[src/rtl/sub_32bits_pipe_pkg.sv]
// sub_32bits_pipe: shared widths for the sliced borrow-chain subtractor.
// Stage k resolves slice k; rem_bits(k) is the skew still carried after it.
package sub_pkg;

    localparam int WIDTH  = 32;
    localparam int SLICE  = 8;
    localparam int STAGES = WIDTH / SLICE;

    function automatic int rem_bits(int k);
        return WIDTH - (k + 1) * SLICE;
    endfunction

endpackage

[src/rtl/sub_32bits_pipe_if.sv]
// sub_32bits_pipe: operand/result handshake bundle.
interface sub_32bits_pipe_if;
    import sub_pkg::*;

    logic             in_valid;
    logic             in_ready;
    logic [WIDTH-1:0] a;
    logic [WIDTH-1:0] b;
    logic             bi;
    logic             out_valid;
    logic             out_ready;
    logic [WIDTH-1:0] d;
    logic             bo;

    modport master (
        output in_valid, a, b, bi, out_ready,
        input  in_ready, out_valid, d, bo
    );

    modport slave (
        input  in_valid, a, b, bi, out_ready,
        output in_ready, out_valid, d, bo
    );

endinterface

[src/rtl/sub_32bits_pipe_slice.sv]
// sub_32bits_pipe: one combinational slice of the borrow chain.
module sub_slice
    import sub_pkg::*;
(
    input  logic [SLICE-1:0] a,
    input  logic [SLICE-1:0] b,
    input  logic             bi,
    output logic [SLICE-1:0] d,
    output logic             bo
);

    assign {bo, d} = {1'b0, a} - {1'b0, b} - {{SLICE{1'b0}}, bi};

endmodule

[src/rtl/sub_32bits_pipe.sv]
// sub_32bits_pipe: four-stage a - b - bi with global-enable handshake.
module sub_32bits_pipe
    import sub_pkg::*;
(
    input  logic             clk,
    input  logic             rst_n,
    sub_32bits_pipe_if.slave bus
);

    logic advance;

    assign advance      = !bus.out_valid || bus.out_ready;
    assign bus.in_ready = advance;

    for (genvar k = 0; k < STAGES; k++) begin : g_st
        logic [SLICE-1:0]       xa;
        logic [SLICE-1:0]       xb;
        logic [SLICE-1:0]       dif;
        logic                   cin;
        logic                   cout;
        logic                   take;
        logic [(k+1)*SLICE-1:0] dn;
        logic [(k+1)*SLICE-1:0] d_r;
        logic                   br_r;
        logic                   v_r;

        sub_slice u_slice (
            .a  (xa),
            .b  (xb),
            .bi (cin),
            .d  (dif),
            .bo (cout)
        );

        if (k == 0) begin : g_src
            assign xa   = bus.a[SLICE-1:0];
            assign xb   = bus.b[SLICE-1:0];
            assign cin  = bus.bi;
            assign take = bus.in_valid;
            assign dn   = dif;
        end else begin : g_src
            assign xa   = g_st[k-1].g_sk.a_r[SLICE-1:0];
            assign xb   = g_st[k-1].g_sk.b_r[SLICE-1:0];
            assign cin  = g_st[k-1].br_r;
            assign take = g_st[k-1].v_r;
            assign dn   = {dif, g_st[k-1].d_r};
        end

        // Data only loads for a real operand, so bubbles leave it intact.
        always_ff @(posedge clk or negedge rst_n) begin
            if (!rst_n) begin
                v_r  <= 1'b0;
                br_r <= 1'b0;
                d_r  <= '0;
            end else if (advance) begin
                v_r <= take;
                if (take) begin
                    br_r <= cout;
                    d_r  <= dn;
                end
            end
        end

        if (k < STAGES - 1) begin : g_sk
            localparam int REM = rem_bits(k);

            logic [REM-1:0] an;
            logic [REM-1:0] bn;
            logic [REM-1:0] a_r;
            logic [REM-1:0] b_r;

            if (k == 0) begin : g_nx
                assign an = bus.a[WIDTH-1:SLICE];
                assign bn = bus.b[WIDTH-1:SLICE];
            end else begin : g_nx
                assign an = g_st[k-1].g_sk.a_r[REM+SLICE-1:SLICE];
                assign bn = g_st[k-1].g_sk.b_r[REM+SLICE-1:SLICE];
            end

            always_ff @(posedge clk or negedge rst_n) begin
                if (!rst_n) begin
                    a_r <= '0;
                    b_r <= '0;
                end else if (advance && take) begin
                    a_r <= an;
                    b_r <= bn;
                end
            end
        end
    end

    assign bus.out_valid = g_st[STAGES-1].v_r;
    assign bus.d         = g_st[STAGES-1].d_r;
    assign bus.bo        = g_st[STAGES-1].br_r;

endmodule

[src/flat_wrapper.sv]
// flat-port wrapper written by rule: the top's interface ports become plain ports
module sub_32bits_pipe_flat import sub_pkg::*;
  (clk, rst_n, bus_in_valid, bus_a, bus_b, bus_bi, bus_out_ready, bus_in_ready, bus_out_valid, bus_d, bus_bo);
  sub_32bits_pipe_if bus_i ();
  input  logic clk;
  input  logic rst_n;
  input wire logic [$bits(bus_i.in_valid)-1:0] bus_in_valid;
  input wire logic [$bits(bus_i.a)-1:0] bus_a;
  input wire logic [$bits(bus_i.b)-1:0] bus_b;
  input wire logic [$bits(bus_i.bi)-1:0] bus_bi;
  input wire logic [$bits(bus_i.out_ready)-1:0] bus_out_ready;
  output wire logic [$bits(bus_i.in_ready)-1:0] bus_in_ready;
  output wire logic [$bits(bus_i.out_valid)-1:0] bus_out_valid;
  output wire logic [$bits(bus_i.d)-1:0] bus_d;
  output wire logic [$bits(bus_i.bo)-1:0] bus_bo;
  assign bus_i.in_valid = bus_in_valid;
  assign bus_i.a = bus_a;
  assign bus_i.b = bus_b;
  assign bus_i.bi = bus_bi;
  assign bus_i.out_ready = bus_out_ready;
  assign bus_in_ready = bus_i.in_ready;
  assign bus_out_valid = bus_i.out_valid;
  assign bus_d = bus_i.d;
  assign bus_bo = bus_i.bo;
  sub_32bits_pipe u_core (.clk(clk), .rst_n(rst_n), .bus(bus_i));
endmodule
[config.mk]
export PLATFORM = sky130hd
export DESIGN_NAME = sub_32bits_pipe_flat
export DESIGN_NICKNAME = d
export VERILOG_FILES = /design/src/rtl/sub_32bits_pipe_pkg.sv /design/src/rtl/sub_32bits_pipe_if.sv /design/src/rtl/sub_32bits_pipe_slice.sv /design/src/rtl/sub_32bits_pipe.sv /design/src/flat_wrapper.sv
export SDC_FILE = /design/constraint.sdc
export NUM_CORES = 1
export LEC_CHECK = 0
export CAP_MARGIN = 25
export CELL_PAD_IN_SITES_DETAIL_PLACEMENT = 0
export CELL_PAD_IN_SITES_GLOBAL_PLACEMENT = 2
export CORE_UTILIZATION = 35
export CTS_CLUSTER_SIZE = 16
export DETAILED_ROUTE_END_ITERATION = 10
export PLACE_DENSITY = 0.8
export REMOVE_ABC_BUFFERS = 1
export SYNTH_ARGS = -nofsm -noshare
export SYNTH_HDL_FRONTEND = slang
export SYNTH_SLANG_ARGS = --single-unit
[constraint.sdc]
create_clock -name clk -period 5.6 [get_ports clk]
set_clock_uncertainty 0.2 [all_clocks]
set_input_delay 1.4 -clock clk [delete_from_list [all_inputs] [get_ports clk]]
set_output_delay 1.4 -clock clk [all_outputs]
set_load 0.01 [all_outputs]
# Yosys cells after proc, flatten, opt, wreduce, memory -nomap -nowiden
# Cells that the tools add are included.
# word_totals
reg_bits,184
wordCells,35
in_bits,69
output_inout_bits,35
# classes
n_reduce_logical,9
addsub,8
# ops
operator,n
8-bit by 8-bit subtractor with 9-bit output,4
9-bit by 1-bit subtractor with 9-bit output,4
2-bit AND reduction,4
1-bit logical AND,3
1-bit logical NOT,1
1-bit logical OR,1

# Longest topological paths before layout
# Gate-level depths: netlist of the first run.
# depth
word_depth,3
depth_mapped,8
depth_no_buf,8

# Cells and area by module
# Synthesis of the first run repeated with hierarchy kept, for this count alone.
# hier_totals
cells_unflattened,699
area_unflattened_um2,9191.3
# by_module_without_submodules
module,cells_each,instances,seq_area_each_um2,area_each_um2
sub_32bits_pipe,395,1,4604.4,6974.2
sub_slice,76,4,0.0,554.3

# Least setup slack after synthesis of the first run
# Ideal clock, no wire load.
# synth_timing
path_type,input-to-reg
start,input bus_bi
end,register u_core.g_st[0].d_r[7]
setup_ns,0.095
required_ns,5.305
setup_slack_ns,2.327
cell_stages,8
n_path_buf,0
arrival_ns,2.978
cell_sequence,inv_1 > fa_1 > inv_1 > ha_1 > o21ai_0 > a2111oi_2 > o21a_1 > o31ai_1
# synth_via
elab_chain_cells,1
# synth_rtl
element,line_no,source
"start, declared",flat_wrapper.sv:10,input wire logic [$bits(bus_i.bi)-1:0] bus_bi;
9-bit by 1-bit subtractor with 9-bit output,sub_32bits_pipe_slice.sv:12,"assign {bo, d} = {1'b0, a} - {1'b0, b} - {{SLICE{1'b0}}, bi};"
"end signal, assigned",sub_32bits_pipe.sv:59,d_r <= dn;
"end, declared",sub_32bits_pipe.sv:23,logic [(k+1)*SLICE-1:0] d_r;
# Every way passes these cells.
# A chain may end at the register's enable or synchronous reset.

# Worst setup path in the final report of the first run
# layout_timing
start,input bus_out_ready
end,output bus_in_ready
# layout_via
elab_chain_cells,1
# layout_rtl
element,line_no,source
"start, declared",flat_wrapper.sv:11,input wire logic [$bits(bus_i.out_ready)-1:0] bus_out_ready;
1-bit logical OR,sub_32bits_pipe.sv:12,assign advance = !bus.out_valid || bus.out_ready;
"end, declared",flat_wrapper.sv:12,output wire logic [$bits(bus_i.in_ready)-1:0] bus_in_ready;
# Every way passes these cells.

==> results of run 1 <==
## Yosys cell counts, drive strengths merged, types with 3 or more instances
cell type / instances / area (um^2)
nor3: 20 / 100
nand2b: 5 / 31.3
buf: 23 / 165
dfrtp: 184 / 4600
o21ai: 43 / 215
inv: 97 / 372
nor4b: 5 / 62.6
a221oi: 4 / 53.8
a2111oi: 7 / 80.1
or3: 4 / 25.0
o311ai: 4 / 35.0
a21bo: 4 / 40.0
nor2: 8 / 30.0
mux2: 144 / 1670
nand3b: 4 / 30.0
ha: 56 / 701
xor2: 4 / 35.0
nand2: 41 / 174
and2: 4 / 25.0
fa: 8 / 160
o31ai: 3 / 22.5
o21a: 3 / 22.5
nand4bb: 4 / 45.0
a211oi: 8 / 80.1
xnor2: 20 / 175
a21o: 3 / 22.5
## power groups by stage
stage / Combinational, mW / Clock (mW) / Sequential (mW)
after floorplan: 2.37 / 0 / 2.23
after global placement: 3.22 / 0 / 2.27
after detailed placement: 3.27 / 0 / 2.28
after CTS: 3.29 / 1.43 / 2.26
after global routing: 3.65 / 1.48 / 2.34
final: 3.22 / 1.38 / 2.24
## cells by family (layout without fill, tap and decap cells)
kind of cell | count (synthesis) | count (layout) | share of synthesized area
mux | 144 | 144 | 0.185
compound gates | 82 | 82 | 0.0659
simple gates | 97 | 97 | 0.0601
buf+inv | 120 | 237 | 0.0595
xor+xnor | 24 | 24 | 0.0233
fa+ha+maj | 64 | 64 | 0.0954
flops | 184 | 184 | 0.511
## stage by stage
step | util | setup WS [ps] | cell area, um^2 | cells
3_3_place_gp | 0.409 | 1190 | 10300 | 1128
3_5_place_dp | 0.410 | 1190 | 10400 | 1129
4_1_cts | 0.437 | 1190 | 11000 | 1161
2_1_floorplan | - | 2310 | 8850 | 692
5_1_grt | 0.438 | 1150 | 11100 | 1162
6_report | 0.438 | 1210 | 11100 | 1162
## sequential cells by signal, summed over array words and instances (netlist names)
name and cells:
u_core.bus.d 32, u_core.g_st.v_r 3, u_core.bus.bo 1, u_core.g_st.d_r 48, u_core.g_st.g_sk.b_r 48, u_core.bus.out_valid 1, u_core.g_st.g_sk.a_r 48, u_core.g_st.br_r 3
## worst register-to-register path, cell delays in order (launching register included)
cell and delay, ps:
sky130_fd_sc_hd__dfrtp_1 350, sky130_fd_sc_hd__inv_1 60, sky130_fd_sc_hd__fa_1 560, sky130_fd_sc_hd__inv_1 50
sky130_fd_sc_hd__ha_1 160, sky130_fd_sc_hd__o21ai_0 400, sky130_fd_sc_hd__a2111oi_2 160, sky130_fd_sc_hd__o21a_1 200
sky130_fd_sc_hd__o31ai_1 250
## layout make-up
| cell class | count | area share |
|---|---|---|
| Sequential cell | 184 | 0.416 |
| Clock inverter | 15 | 0.0234 |
| Multi-Input combinational cell | 411 | 0.350 |
| Clock buffer | 17 | 0.0384 |
| Timing Repair Buffer | 108 | 0.101 |
| Tap cell | 330 | 0.0373 |
| Inverter | 97 | 0.0336 |
## routing by layer
metal  share of wire  vias up  wire (um)
li1                -     2655          -
met1            0.49     2590       7970
met2            0.47       78       7620
met3           0.026       10        414
met4           0.012        0        192
met5               0        -          0
## path summary, 6_finish.rpt
path                                                 start                           to  slack (ps)  depth (start not counted)
worst min register to register      u_core.g_st[2].d_r[18]       u_core.g_st[2].d_r[18]         280                          2
worst min-delay path                u_core.g_st[2].d_r[18]       u_core.g_st[2].d_r[18]         280                          2
worst max register to register  u_core.g_st[0].g_sk.b_r[0]       u_core.g_st[1].d_r[15]        3120                          8
max in group asynchronous                            rst_n   u_core.g_st[2].g_sk.a_r[1]        3410                          2
min in group asynchronous                            rst_n  u_core.g_st[0].g_sk.b_r[21]         840                          1
worst max-delay path                         bus_out_ready                 bus_in_ready        1210                          4
==> reports/qor_table.md, run 1 <==
| Stage | Quantity | Value |
|---|---|---|
| route | Drc violations | 0 |
| pwr | Peak supply drop | 0.279 mV |
| global routing | GR Layer Usage met1 | 0.187 |
| pwr | Fraction of power consumed by the clock network | 0.202 |
| pwr | Combinational share of power | 0.470 |
| timing | Count of final setup violators | 0 |
| job | Number of maximum-capacitance constraint violations | 0 |
| global routing | Antenna violations before repair | 0 |
| critical path | Start-to-end type of the worst setup path | input pin to primary output |
| global routing | Pin count of the biggest net entering global routing | 94 |
| pwr | Static power due to leakage | 4.99 nW |
| critical path | Top cell by count, worst path | sky130_fd_sc_hd__clkdlybuf4s50_1 |
| critical path | CP cell instances | clkdlybuf4s50_1, nor2b_4, inv_8, clkdlybuf4s50_1 |
| global routing | Vias in the first global route | 5493 |
| floorplanning | Die area | 0.0264 mm^2 |
| logic synthesis | Number of synthesis warnings | 0 |
| floorplanning | Initial core utilization | 0.357 |
| critical path | Critical path's largest stage delay | 500 ps |
| critical path | Peak fanout along the critical path | 10 |
| floorplanning | Number of rows in the core area | 58 |
| timing | Final total negative setup slack | 0 ps |
| final layout | Top library cells by usage in the layout, fill and taps aside | sky130_fd_sc_hd__dfrtp_1 (184), sky130_fd_sc_hd__mux2_2 (131), sky130_fd_sc_hd__clkdlybuf4s50_1 (102) |
| worst hold path | Worst Hold Class | flip-flop to flip-flop |
| timing | Fin Hold WS | 276 ps |
| timing | Final Max Slew Viols | 0 |
| global routing | Met3 track utilization from global routing | 0.0278 |
| critical path | Crit path buf inv count | 3 |
| status | Result of the run | finished, final reports clean |
| timing | Slew at the pin with the worst max-slew slack | 787 ps |
| clocking | Buffer type at the clock tree root | sky130_fd_sc_hd__clkbuf_16 |
| global routing | Most utilized layer in the global route result | met2 |
| timing | RSZ-0062 raised after global routing | no |
| clocking | Clock-pin transition on the worst setup and hold timing paths | 70 ps |
| floorplanning | IO Pins | 104 |
| route | Via total after detailed routing | 5333 |
| clocking | # Post-CTS Setup Buffers | 0 |
| route | Drt initial violations | 208 |
| clocking | CTS-repair resized insts | 0 |
| logic synthesis | Share of flip-flops with an asynchronous set or reset after synthesis | 1.00 |
| timing | Fin crit share | 0.785 |
| clocking | CTS Buffer Depth | 2 |
| timing | Clock period minus worst slack | 4390 ps |
| clocking | Number of hold buffers added after cts | 0 |
| logic synthesis | Yosys reg bits | 184 |
| critical path | Startpoint Class | input pin |
| route | Antenna-violating nets left | 0 |
| critical path | Required arrival time at the worst endpoint | 4000 ps |
| clocking | Clock tree from TritonCTS | done |
| final layout | Antenna diode count | 0 |
| final layout | Layout area overhead | 22.7% |
| pwr | Int Pwr | 4.48 mW |
| route | Routed WL per cell | 13.9 um |
| placed design | Detailed placement HPWL | 11300 um |
| final layout | Leading cell type in the layout, fill and taps excluded | sky130_fd_sc_hd__dfrtp_1 |
| critical path | Worst setup EP type | primary output |
| global routing | Global-route usage over all layers | 0.136 |
| critical path | Slowest-stage cell, CP | sky130_fd_sc_hd__clkdlybuf4s50_1 |
| logic synthesis | Primary flip-flop cell chosen by synthesis mapping | sky130_fd_sc_hd__dfrtp_1 |
| floorplanning | Placeable core region | 0.0253 mm^2 |
| logic synthesis | Cell area after synthesis | 0.00902 mm^2 |
| pwr | Power density over the cells | 618 mW/mm^2 |
| timing | Count of final hold-check violations | 0 |
| global routing | First-pass GRT wire length | 28000 um |
| logic synthesis | Yosys cell types | 43 |
| clocking | Total clock buffers created by CTS | 17 |
| clocking | Number of clock sinks seen by CTS | 184 |
| final layout | Share of layout cells above drive strength 1 | 0.246 |
| pwr | Power dissipated by switching net loads | 2.36 mW |
| logic synthesis | EDFF count, synth | 0 |
| final layout | Number of fill cells | 2430 |
| critical path | Worst EP arrival | 2790 ps |
| pwr | Fraction of power consumed by sequential logic | 0.328 |
| pwr | Switching part of the total power | 0.345 |
| logic synthesis | Average cell area after synthesis | 12.6 um^2 |
| clocking | CTS H-Tree Depth | 4 |
| route | Via density per instance | 4.59 |
| clocking | Latest clock arrival within the worst-skew pair | 420 ps |
| final layout | Multi-input gate area | 0.00388 mm^2 |
| final layout | Net count, final | 952 |
| logic synthesis | Post-Synthesis Cells | 715 |
| placed design | Port-buffer cells | 103 |
| global routing | Global route total overflow | 0 |
| route | First-pass iteration count of the detailed router | 4 |
| timing | Headroom to the max-slew limit | 0.473 |
| logic synthesis | Seq/Total Area, Yosys | 0.511 |
| placed design | Placer's final routability congestion estimate | 0.776 |
| floorplanning | Die outline height | 163 um |
| floorplanning | Horizontal extent of the die | 163 um |
| final layout | Sequential standard cell area | 0.00460 mm^2 |
| route | WL final | 16200 um |
| timing | Fmax | 228 MHz |
| global routing | Met2 demand-to-capacity share in global routing | 0.215 |
| pwr | Overall Power | 6.84 mW |
| critical path | Critical path's top delay family | buffers and inverters |
Power figures use the tool's default switching activity.
==> run 2, diff against run 1 <==
- clock period: 5.6 -> 4.3 ns (I/O delays scaled with it)
==> run 2 against run 1 <==
First-iteration DRC count fell by 12%. Flip-flop and latch count is the same. Cell area fell by 1.2%. Largest cell class unchanged. Highest routed layer is now met5. Utilization is 0.52 points lower. Worst hold slack better by 1.8 ps. Global-route usage about the same. Combinational power rose by 30%. Clock power grew 8%. Via count up 0.43%. Count of clock-buffer cells in the layout did not move. Cell count up 0.17%.
==> reports/qor_table.md, run 2 (synthesized netlist as in run 1, its figures left out) <==
| Stage | Quantity | Value |
|---|---|---|
| status | Result of the run | finished, final reports clean |
| floorplanning | Placeable core region | 0.0253 mm^2 |
| clocking | CTS Buffer Depth | 2 |
| floorplanning | Die area | 0.0264 mm^2 |
| job | Number of maximum-capacitance constraint violations | 0 |
| timing | Slew at the pin with the worst max-slew slack | 865 ps |
| route | Antenna-violating nets left | 0 |
| critical path | CP cell instances | clkdlybuf4s50_1, nor2b_4, inv_8, clkdlybuf4s50_1 |
| timing | Fmax | 280 MHz |
| clocking | CTS-repair resized insts | 0 |
| critical path | Start point of the critical path | bus_out_ready |
| timing | Fin crit share | 0.830 |
| critical path | Top cell by count, worst path | sky130_fd_sc_hd__clkdlybuf4s50_1 |
| pwr | Overall Power | 8.60 mW |
| route | Via total after detailed routing | 5356 |
| route | Drc violations | 0 |
| final layout | Net count, final | 954 |
| final layout | Top flop regs | u_core.g_st.d_r (48), u_core.g_st.g_sk.a_r (48), u_core.g_st.g_sk.b_r (48) |
| timing | Final total negative setup slack | 0 ps |
| pwr | Peak supply drop | 0.283 mV |
| final layout | Final design utilization | 0.433 |
| worst hold path | Worst hold endpoint | u_core.bus.d[24] |
| timing | Count of final hold-check violations | 0 |
| critical path | Critical path's largest stage delay | 550 ps |
| final layout | Share of layout cells above drive strength 1 | 0.248 |
| clocking | Total clock buffers created by CTS | 17 |
| placed design | Placer's final routability congestion estimate | 0.804 |
| final layout | Number of fill cells | 2436 |
| floorplanning | Initial core utilization | 0.357 |
| timing | Count of final setup violators | 0 |
| critical path | Startpoint of the lowest-slack register-to-register path | u_core.g_st[1].g_sk.b_r[0] |
| critical path | Worst setup EP type | primary output |
| global routing | First-pass GRT wire length | 28000 um |
| route | First-pass iteration count of the detailed router | 4 |
| critical path | Startpoint Class | input pin |
| route | Routed WL per cell | 13.9 um |
| final layout | Antenna diode count | 0 |
| clocking | Latest clock arrival within the worst-skew pair | 430 ps |
| timing | Clock period minus worst slack | 3570 ps |
| timing | RSZ-0062 raised after global routing | no |
| clocking | Number of hold buffers added after cts | 0 |
| floorplanning | IO Pins | 104 |
| global routing | Global-route usage over all layers | 0.136 |
| placed design | Cell area after placement | 0.0104 mm^2 |
| critical path | Peak fanout along the critical path | 10 |
| critical path | FF-to-FF path depth | 7 |
| global routing | Global route total overflow | 0 |
| final layout | Post-route cell area | 0.0109 mm^2 |
| clocking | Number of clock sinks seen by CTS | 184 |
| floorplanning | Die outline height | 163 um |
| clocking | # Post-CTS Setup Buffers | 0 |
| final layout | Top library cells by usage in the layout, fill and taps aside | sky130_fd_sc_hd__dfrtp_1 (184), sky130_fd_sc_hd__mux2_2 (131), sky130_fd_sc_hd__clkdlybuf4s50_1 (102) |
| timing | Final Max Slew Viols | 0 |
| critical path | Crit path buf inv count | 3 |
| worst hold path | Worst Hold Class | flip-flop to flip-flop |
| global routing | Vias in the first global route | 5553 |
| pwr | Static power due to leakage | 4.94 nW |
| critical path | Worst-case register-to-register setup slack | 1850 ps |
| clocking | Clock-pin transition on the worst setup and hold timing paths | 70 ps |
| critical path | Worst EP arrival | 2290 ps |
| global routing | Pin count of the biggest net entering global routing | 90 |
| final layout | Leading cell type in the layout, fill and taps excluded | sky130_fd_sc_hd__dfrtp_1 |
| clocking | Buffer type at the clock tree root | sky130_fd_sc_hd__clkbuf_16 |
| floorplanning | Horizontal extent of the die | 163 um |
| route | Drt initial violations | 184 |
| worst hold path | Hold Path Cell Cnt | 2 |
| clocking | CTS H-Tree Depth | 4 |
| global routing | Antenna violations before repair | 1 |
| route | Via density per instance | 4.60 |
| critical path | Reg-to-reg critical path endpoint | u_core.g_st[2].d_r[23] |
| floorplanning | Number of rows in the core area | 58 |
| route | WL final | 16200 um |
| critical path | Start-to-end type of the worst setup path | input pin to primary output |
| placed design | Port-buffer cells | 103 |
| pwr | Power density over the cells | 786 mW/mm^2 |
| clocking | Clock tree from TritonCTS | done |
| critical path | Slowest-stage cell, CP | sky130_fd_sc_hd__clkdlybuf4s50_1 |
| final layout | Layout area overhead | 21.3% |
| critical path | Critical path's top delay family | buffers and inverters |
| worst hold path | Worst hold start | u_core.bus.d[24] |
| critical path | Required arrival time at the worst endpoint | 3020 ps |
| timing | Headroom to the max-slew limit | 0.424 |
| placed design | Detailed placement HPWL | 11300 um |
-- run 2: changes by cell type in the layout (fill, tap and decap cells not counted), sizes merged --
cell / previous run / this run
buf: 5 / 7
bufinv: 6 / 0
clkinv: 1 / 5
clkinvlp: 2 / 3
inv: 103 / 104
-- run 2: worst register-to-register path: stages, from the launching register on --
cell	delay [ps]
sky130_fd_sc_hd__dfrtp_1	350
sky130_fd_sc_hd__inv_1	60
sky130_fd_sc_hd__fa_1	460
sky130_fd_sc_hd__ha_1	280
sky130_fd_sc_hd__o21ai_0	110
sky130_fd_sc_hd__a211oi_1	490
sky130_fd_sc_hd__nor3_1	100
sky130_fd_sc_hd__a211o_1	290
-- run 2: routing by layer --
metal | vias up | global-route usage | share of wire
met2 | 91 | 0.218 | 0.47
met3 | 11 | 0.0321 | 0.039
li1 | 2645 | - | -
met1 | 2607 | 0.180 | 0.48
met5 | - | 0 | 0.00068
met4 | 2 | 0.0463 | 0.010
-- run 2: cell type report --
| type | count | area, um^2 | area share |
|---|---|---|---|
| clock buffers | 17 | 425 | 0.0389 |
| clock inverters | 15 | 134 | 0.0122 |
| inverters | 97 | 372 | 0.0340 |
| multi-input cells | 411 | 3880 | 0.354 |
| flip-flops and latches | 184 | 4600 | 0.421 |
| well taps | 330 | 413 | 0.0377 |
| repair buffers | 110 | 1110 | 0.102 |
-- run 2: worst max path at each step --
stage,to,cells after the start
after floorplan,u_core.g_st[0].d_r[7],8
after global placement,bus_in_ready,4
after detailed placement,u_core.g_st[0].d_r[7],9
after CTS,bus_in_ready,4
after global routing,bus_in_ready,4
final,bus_in_ready,4
-- run 2: metrics by stage --
stage | instances | setup WS, ps | hold WS, ps
after floorplan | 692 | 1350 | 245
after global placement | 1132 | 729 | 259
after detailed placement | 1132 | 697 | 267
after CTS | 1164 | 714 | 283
after global routing | 1164 | 689 | 297
final | 1164 | 731 | 278
-- run 2: where the power goes --
part	internal, mW	switching [mW]	total (mW)
clock network	0.764	0.724	1.49
logic	2.22	1.97	4.19
registers	2.51	0.413	2.92
==> run 3, diff against run 2 <==
- PLACE_DENSITY: 0.8 -> 0.83
- clock period: 4.3 -> 3 ns (I/O delays scaled with it)
==> run 3 against run 2 <==
Count of clock-buffer cells in the layout is the same. Cell area rose by 1.7%. Critical path depth did not move. Combinational power up 45%. Via count up 2.1%. First-iteration DRC count increased by 4.9%. Sequential power grew 43%. Largest cell class unchanged.
==> reports/qor_table.md, run 3 (synthesized netlist as in run 1, its figures left out) <==
| Stage | Quantity | Value |
|---|---|---|
| pwr | Peak supply drop | 0.474 mV |
| timing | Final Max Slew Viols | 0 |
| clocking | CTS Buffer Depth | 2 |
| final layout | Top flop regs | u_core.g_st.d_r (48), u_core.g_st.g_sk.a_r (48), u_core.g_st.g_sk.b_r (48) |
| route | Drt initial violations | 193 |
| placed design | Port-buffer cells | 103 |
| timing | Headroom to the max-slew limit | 0.603 |
| route | First-pass iteration count of the detailed router | 4 |
| global routing | Vias in the first global route | 5556 |
| timing | RSZ-0062 raised after global routing | no |
| floorplanning | Placeable core region | 0.0253 mm^2 |
| timing | Count of final setup violators | 0 |
| timing | Clock period minus worst slack | 2840 ps |
| critical path | Slowest-stage cell, CP | sky130_fd_sc_hd__clkdlybuf4s50_1 |
| floorplanning | Number of rows in the core area | 58 |
| critical path | Crit path buf inv count | 3 |
| floorplanning | Die outline height | 163 um |
| pwr | Static power due to leakage | 5.04 nW |
| critical path | Startpoint of the lowest-slack register-to-register path | u_core.g_st[0].g_sk.b_r[0] |
| clocking | Total clock buffers created by CTS | 17 |
| timing | Fmax | 352 MHz |
| pwr | Power density over the cells | 1120 mW/mm^2 |
| global routing | Global route total overflow | 0 |
| route | Via total after detailed routing | 5467 |
| placed design | Worst slack after detailed placement | -145 ps |
| critical path | Peak fanout along the critical path | 2 |
| global routing | Pin count of the biggest net entering global routing | 57 |
| job | Number of maximum-capacitance constraint violations | 0 |
| timing | Final setup margin | 156 ps |
| final layout | Post-route cell area | 0.0111 mm^2 |
| global routing | Global-route usage over all layers | 0.135 |
| floorplanning | IO Pins | 104 |
| critical path | Start point of the critical path | bus_out_ready |
| critical path | Worst EP arrival | 1890 ps |
| final layout | Share of layout cells above drive strength 1 | 0.257 |
| route | Antenna-violating nets left | 0 |
| critical path | Required arrival time at the worst endpoint | 2050 ps |
| clocking | Buffer type at the clock tree root | sky130_fd_sc_hd__clkbuf_16 |
| timing | Final total negative setup slack | 0 ps |
| timing | Count of final hold-check violations | 0 |
| critical path | Worst setup EP type | primary output |
| final layout | Net count, final | 964 |
| clocking | Latest clock arrival within the worst-skew pair | 430 ps |
| critical path | Top cell by count, worst path | sky130_fd_sc_hd__clkdlybuf4s50_1 |
| critical path | Critical path's largest stage delay | 470 ps |
| clocking | Number of clock sinks seen by CTS | 184 |
| global routing | First-pass GRT wire length | 28000 um |
| route | Routed WL per cell | 13.7 um |
| clocking | CTS H-Tree Depth | 4 |
| clocking | CTS-repair resized insts | 0 |
| placed design | Cell area after placement | 0.0105 mm^2 |
| final layout | Leading cell type in the layout, fill and taps excluded | sky130_fd_sc_hd__dfrtp_1 |
| critical path | CP cell instances | clkdlybuf4s50_1, nor2b_4, inv_8, clkdlybuf4s50_1 |
| global routing | Antenna violations before repair | 2 |
| clocking | # Post-CTS Setup Buffers | 0 |
| floorplanning | Horizontal extent of the die | 163 um |
| timing | Slew at the pin with the worst max-slew slack | 580 ps |
| floorplanning | Initial core utilization | 0.357 |
| floorplanning | Die area | 0.0264 mm^2 |
| clocking | Clock tree from TritonCTS | done |
| final layout | Number of fill cells | 2419 |
| route | WL final | 16100 um |
| critical path | Startpoint Class | input pin |
| clocking | Number of hold buffers added after cts | 0 |
| status | Result of the run | finished, final reports clean |
| route | Via density per instance | 4.65 |
| route | Drc violations | 0 |
| final layout | Top library cells by usage in the layout, fill and taps aside | sky130_fd_sc_hd__dfrtp_1 (184), sky130_fd_sc_hd__mux2_2 (131), sky130_fd_sc_hd__clkdlybuf4s50_1 (102) |
| critical path | Critical path's top delay family | buffers and inverters |
| final layout | Layout area overhead | 23.4% |
| worst hold path | Worst Hold Class | input pin to asynchronous set/reset pin |
| placed design | Placer's final routability congestion estimate | 0.809 |
| clocking | Clock-pin transition on the worst setup and hold timing paths | 70 ps |
| timing | Fin crit share | 0.948 |
| placed design | Detailed placement HPWL | 11700 um |
| critical path | Start-to-end type of the worst setup path | input pin to primary output |
## run 3: area by class of cell
cell class                 instances  area (um^2)  area share
timing repair buffer             120         1270       0.115
antenna                            1         2.50    0.000225
inverter                          97          372      0.0334
clock inverter                    15          160      0.0144
tap                              330          413      0.0371
sequential                       184         4600       0.414
multi-input combinational        411         3880       0.348
clock buffer                      17          425      0.0382
## run 3: worst paths after layout
path / to / slack, ps / cells after the start
max: bus_in_ready / 160 / 4
min in group clk: u_core.g_st[1].d_r[10] / 280 / 2
min: u_core.g_st[0].g_sk.a_r[21] / 80 / 1
max reg2reg: u_core.g_st[1].d_r[15] / 570 / 8
max in group asynchronous: u_core.bus.d[6] / 1770 / 2
min reg2reg: u_core.g_st[1].d_r[10] / 280 / 2
## run 3: worst reg2reg max path, stage by stage (launching register included)
cell	delay (ps)
sky130_fd_sc_hd__dfrtp_1	350
sky130_fd_sc_hd__inv_1	60
sky130_fd_sc_hd__fa_1	560
sky130_fd_sc_hd__inv_1	50
sky130_fd_sc_hd__ha_1	160
sky130_fd_sc_hd__o21ai_0	390
sky130_fd_sc_hd__a2111oi_2	160
sky130_fd_sc_hd__o21a_1	200
sky130_fd_sc_hd__o31ai_1	210
## run 3: report_power, final
part / switching (mW) / internal [mW] / leakage (nW)
registers: 0.574 / 3.60 / 2.20
clock network: 1.05 / 1.18 / 0.291
logic: 2.80 / 3.28 / 2.55
total: 4.43 / 8.06 / 5.04
## run 3: through the flow
stage / total power [mW] / hold slack [ps] / cells / utilization
after floorplan: 8.59 / 245 / 692 / -
after global placement: 10.4 / 260 / 1142 / 0.417
after detailed placement: 10.5 / 266 / 1142 / 0.417
after CTS: 12.8 / 81.6 / 1174 / 0.441
after global routing: 13.7 / 101 / 1174 / 0.441
final: 12.5 / 77.9 / 1175 / 0.441
## run 3: layer usage
layer	vias to the layer above	share of wire	wire length [um]	GRT usage
met5	-	0.00068	11	0
met4	2	0.012	195	0.0463
met1	2688	0.46	7460	0.170
met3	15	0.041	658	0.0359
met2	82	0.48	7790	0.221
li1	2680	-	-	-
